`config.mk`:
```
export PLATFORM = sky130hd
export DESIGN_NAME = alu_result_trace_fifo
export DESIGN_NICKNAME = d
export VERILOG_FILES = /design/src/rtl/alu_result_trace_fifo.sv
export SDC_FILE = /design/constraint.sdc
export NUM_CORES = 1
export LEC_CHECK = 0
export CORE_MARGIN = 10
export CORE_UTILIZATION = 25
export CTS_BUF_LIST = sky130_fd_sc_hd__clkbuf_4 sky130_fd_sc_hd__clkbuf_8
export DETAILED_ROUTE_END_ITERATION = 8
export PLACE_DENSITY = 0.44
export SYNTH_ARGS = -nofsm -noshare
export SYNTH_HDL_FRONTEND = slang
export SYNTH_SLANG_ARGS = --single-unit
```
`constraint.sdc`:
```
create_clock -name clk -period 4.1 [get_ports clk]
set_clock_uncertainty 0.05 [all_clocks]
set_input_delay 0.615 -clock clk [delete_from_list [all_inputs] [get_ports clk]]
set_output_delay 0.615 -clock clk [all_outputs]
set_load 0.005 [all_outputs]
```
`src/rtl/alu_result_trace_fifo.sv`:
```
// ALU result trace FIFO.
// Captures qualifying ALU results, each tagged with the PC that produced it,
// into a register-based FIFO. The FIFO drains over a valid/ready handshake to
// a host or debug link. This gives visibility of execution on hardware.
//
// Occupancy is tracked by an explicit counter. full and empty are registered
// from the next-state count, so they never depend on pointer equality. The
// head entry is a combinational read of mem[rd_ptr]. out_valid comes only
// from a register, so there is no combinational path from out_ready.
module alu_result_trace_fifo #(
  parameter int DATA_WIDTH     = 32,
  parameter int DEPTH          = 16,
  parameter int ADDR_WIDTH     = 4,
  parameter int FILTER_REPEATS = 1
) (
  input  logic                  clk,
  input  logic                  reset,
  input  logic                  capture_en,
  input  logic [DATA_WIDTH-1:0] alu_result,
  input  logic [DATA_WIDTH-1:0] pc_value,
  input  logic                  clear,
  output logic                  out_valid,
  input  logic                  out_ready,
  output logic [DATA_WIDTH-1:0] out_result,
  output logic [DATA_WIDTH-1:0] out_pc,
  output logic [ADDR_WIDTH:0]   count,
  output logic                  full,
  output logic                  empty,
  output logic                  overflow,
  output logic [15:0]           overflow_count
);

  localparam int CW = ADDR_WIDTH + 1;
  localparam logic [CW-1:0] DEPTH_C = CW'(DEPTH);

  // Each entry is stored as {pc, result}.
  logic [2*DATA_WIDTH-1:0] mem [DEPTH];

  logic [ADDR_WIDTH-1:0] wr_ptr;
  logic [ADDR_WIDTH-1:0] rd_ptr;
  logic [CW-1:0]         count_q;
  logic [CW-1:0]         count_next;
  logic                  full_q;
  logic                  empty_q;
  logic                  overflow_q;
  logic [15:0]           overflow_count_q;
  logic                  have_last;
  logic [DATA_WIDTH-1:0] last_result;

  logic flush;
  logic qualify;
  logic pop;
  logic push;
  logic drop;

  // Handshake and qualification decode, plus next-state occupancy.
  always_comb begin
    flush      = reset | clear;
    qualify    = capture_en &
                 ((FILTER_REPEATS == 0) | ~have_last | (alu_result != last_result));
    pop        = ~empty_q & out_ready;
    push       = qualify & (~full_q | pop);
    drop       = qualify & full_q & ~pop;
    count_next = count_q;
    if (flush) begin
      count_next = '0;
    end else if (push && !pop) begin
      count_next = count_q + CW'(1);
    end else if (pop && !push) begin
      count_next = count_q - CW'(1);
    end
  end

  // Entry storage. It is not reset, and a push in a flush cycle is discarded.
  always_ff @(posedge clk) begin
    if (!flush && push) begin
      mem[wr_ptr] <= {pc_value, alu_result};
    end
  end

  // Pointers, filter history, overflow status and registered occupancy flags.
  always_ff @(posedge clk) begin
    if (flush) begin
      wr_ptr           <= '0;
      rd_ptr           <= '0;
      have_last        <= 1'b0;
      last_result      <= '0;
      overflow_q       <= 1'b0;
      overflow_count_q <= '0;
    end else begin
      if (push) begin
        wr_ptr <= wr_ptr + ADDR_WIDTH'(1);
      end
      if (pop) begin
        rd_ptr <= rd_ptr + ADDR_WIDTH'(1);
      end
      // The filter history advances even when the sample is dropped.
      if (qualify) begin
        last_result <= alu_result;
        have_last   <= 1'b1;
      end
      if (drop) begin
        overflow_q <= 1'b1;
        if (overflow_count_q != 16'hFFFF) begin
          overflow_count_q <= overflow_count_q + 16'd1;
        end
      end
    end
    count_q <= count_next;
    full_q  <= (count_next == DEPTH_C);
    empty_q <= (count_next == '0);
  end

  assign out_valid      = ~empty_q;
  assign out_result     = mem[rd_ptr][DATA_WIDTH-1:0];
  assign out_pc         = mem[rd_ptr][2*DATA_WIDTH-1:DATA_WIDTH];
  assign count          = count_q;
  assign full           = full_q;
  assign empty          = empty_q;
  assign overflow       = overflow_q;
  assign overflow_count = overflow_count_q;

endmodule
```
==> flow_summary.ini <==
[route]
drtIter0Drc = 1690
first_pass_iters = 5
ant_nets = 0
drt_wl_total_mm = 113.4
drc = 0
viasPerCell = 4.370
via_count = 20200
detail_route.wl_per_cell_um = 24.52

[synthesis]
synth-seq-area-share_pct = 77.18
synth_cells = 1804
synth_edf_count = 1024
ys_seq_elements = 1093
synth_fp_nets = 1881
synth.area.top_cells = edfxtp_1, mux4_2, dfxtp_1, mux2i_1, nor2_1
synth_area_mm2 = 0.04163
synth_top_cell_area_share_pct = 73.86
async_reset_ff_share_pct = 0
netlist.top_cell.by_area = edfxtp_1
yosys_most_used_dff = edfxtp_1
yosys_warnings = 0
syn_area_per_cell_um2 = 23.08
netlist-cell-type-count = 45

[grt]
grt_pass1_vias = 21840
grt_pass1_wl_mm = 163.4
antenna_found_initial = 12
grt.total_usage_pct = 12.22
grt_max_degree = 61
grt_remaining_overflow = 0

[setup_path]
slowest_delay_ns = 0.57
rrSetupSlack_ns = 0.67
cpMostUsedCell = mux4_2
cp_cell_sequence = buf_12, bufbuf_16, mux4_2, mux4_2, clkdlybuf4s50_1
cp-end-kind = primary output
worstPathMaxFanout = 19
path_delay_family = multiplexers
rr_worst_depth = 10
cp_num_buf_inv = 3
critPathLaunchType = flop
slowest_stage = mux4_2
cp.depth = 5
arrival_ns = 3.36
worst-endpoint-required_ns = 3.43
worstSetupPathType = flop to primary output

[sta]
setup_viol = 0
hold_viol_final = 0
fmax_mhz = 248.6
period_needed_ns = 4.022
maxSlewViolCount = 0
fin_crit_sh_pct = 98.09
rsz0062_at_grt = true
worstMarginPinSlew_ns = 0.8765
maxSlewHeadroom_pct = 41.57

[final_layout]
final-instance-count-excl-fill = 4623
finalInstanceArea_mm2 = 0.05217
final_nets = 2348
layout-drive-gt1-share_pct = 35.01
syn_to_final_growth_pct = 25.30

[cts]
cts_tree = done
cts-buffers-inserted = 188
cts.sinks = 1093
cts_hold_buffers = 0
clock_latency_ns = 0.90
clk_path_buf_depth = 3
clk_pin_slew_ns = 0.06
cts_max_level = 4
clockRootBuffer = clkbuf_8

[placed_design]
portBuffers = 157
routabilityCongestion = 0.7218
place_area_mm2 = 0.04786
dp.cells = 4233
hpwl_mm = 70.98

[floorplan]
ios = 158
rows = 149
die_y_um = 428.1
initial_core_util_pct = 25.20
die_area_mm2 = 0.1833
core_mm2 = 0.1652
die_w_um = 428.1

[power]
vdd_ir_drop_max_mv = 0.3118
p_per_area_mw_per_mm2 = 434.9
leakage_uw = 0.01614

[worst_hold_path]
whs_path_depth = 3
hp-class = input pin to flop

[job]
maxCapViolCount = 0

[status]
status = completed
-- final timing paths --
path,from,endpoint
setup / recovery,flop,out_pc[18]
setup reg to reg,last_result[5],mem[13][44]
hold / removal,alu_result[3],last_result[3]
hold reg to reg,rd_ptr[1],flop
-- cells in the final DEF (no fill, tap or decap), drive strengths merged, types with 3 or more instances in the layout --
cell           Yosys  routed
a21oi             11      11
and2              18      18
and3               5       5
buf               34     200
bufbuf             0       5
clkbuf            51     258
clkdlybuf4s15      0       3
clkdlybuf4s50      0     128
clkinv             0      79
clkinvlp           0       6
dfxtp             69      69
diode              0       3
dlygate4sd2        0      24
edfxtp          1024    1024
ha                 8       8
inv               13      18
mux2i             34      34
mux4             320     320
nand2             22      22
nand2b             7       7
nand3             13      13
nand4              8       8
nor2              67      67
nor3              11      11
nor4               6       6
o21ai              5       5
or3                7       7
or4                4       4
xnor2             24      24
xor2              23      23
-- final cells by class --
cell class	instances	area [um2]
well taps	2189	2739
fillers	15870	113000
diodes	3	7.507
inverters	13	48.80
clock inverters	92	549.3
clock buffers	258	3151
flip-flops and latches	1093	32150
multi-input cells	613	9179
repair buffers	362	4345
-- stage by stage --
step / total power, uW / setup TNS (ns) / utilization (%) / hold slack [ns] / worst slack [ns]
6_report: 22690 / 0 / 31.58 / 0.3756 / 0.07822
5_1_grt: 23590 / -0.8820 / 31.58 / 0.3292 / -0.09401
4_1_cts: 23060 / -0.8809 / 31.54 / 0.2461 / -0.07488
3_5_place_dp: 13300 / -64.31 / 28.97 / 0.4444 / -0.1139
3_3_place_gp: 13280 / -91.17 / 28.97 / 0.4317 / -0.1319
2_1_floorplan: 12770 / 0 / - / 0.4128 / 0.01120
-- logic make-up after synthesis --
family	after synthesis	synth area share, %
simple gates	175	2.098
compound gates	29	0.4628
fa+ha+maj	8	0.2404
mux	354	18.13
xor+xnor	47	0.9887
flops	1093	77.18
buf+inv	98	0.9046
-- worst min-delay path: stages --
cell	delay [ns]
clkdlybuf4s50_1	0.46
mux2i_1	0.15
nor2_1	0.05
-- repair_timing --
item	4_1_cts	5_1_grt
hold endpoints to repair	0	0
setup endpoints to repair	64	21
resized for setup	47	2
gates cloned	7	0
buffers inserted	22	8
-- registers in the layout (all words and copies together), names as in the netlist, named ones only --
register	flops
empty	1
rd_ptr	4
mem	1024
wr_ptr	4
full	1
overflow_count	16
last_result	32
overflow	1
count	5
have_last	1
-- metal layers --
metal	vias to the layer above	global-route usage, %	share of wire, %
met5	-	0	0.064
met4	10	3.691	2.4
met3	193	2.888	4.8
met2	524	21.31	52
met1	10850	14.94	41
li1	8622	-	-
-- cell usage after synthesis (all sizes together), types with 4 or more instances --
cell type / number
a21oi: 11
nor3: 11
xor2: 23
nand3: 13
xnor2: 24
o21ai: 5
inv: 13
or3: 7
edfxtp: 1024
nand2b: 7
buf: 34
mux4: 320
mux2i: 34
ha: 8
or4: 4
and2: 18
clkbuf: 51
dfxtp: 69
nand4: 8
nor4: 6
nand2: 22
nor2: 67
and3: 5
-- power by group --
part           switching [uW]  total [uW]  internal [uW]
Sequential               20.3       12300          12200
Clock                    4480        9620           5140
Combinational             451         816            365
Power figures use the tool's default switching activity.
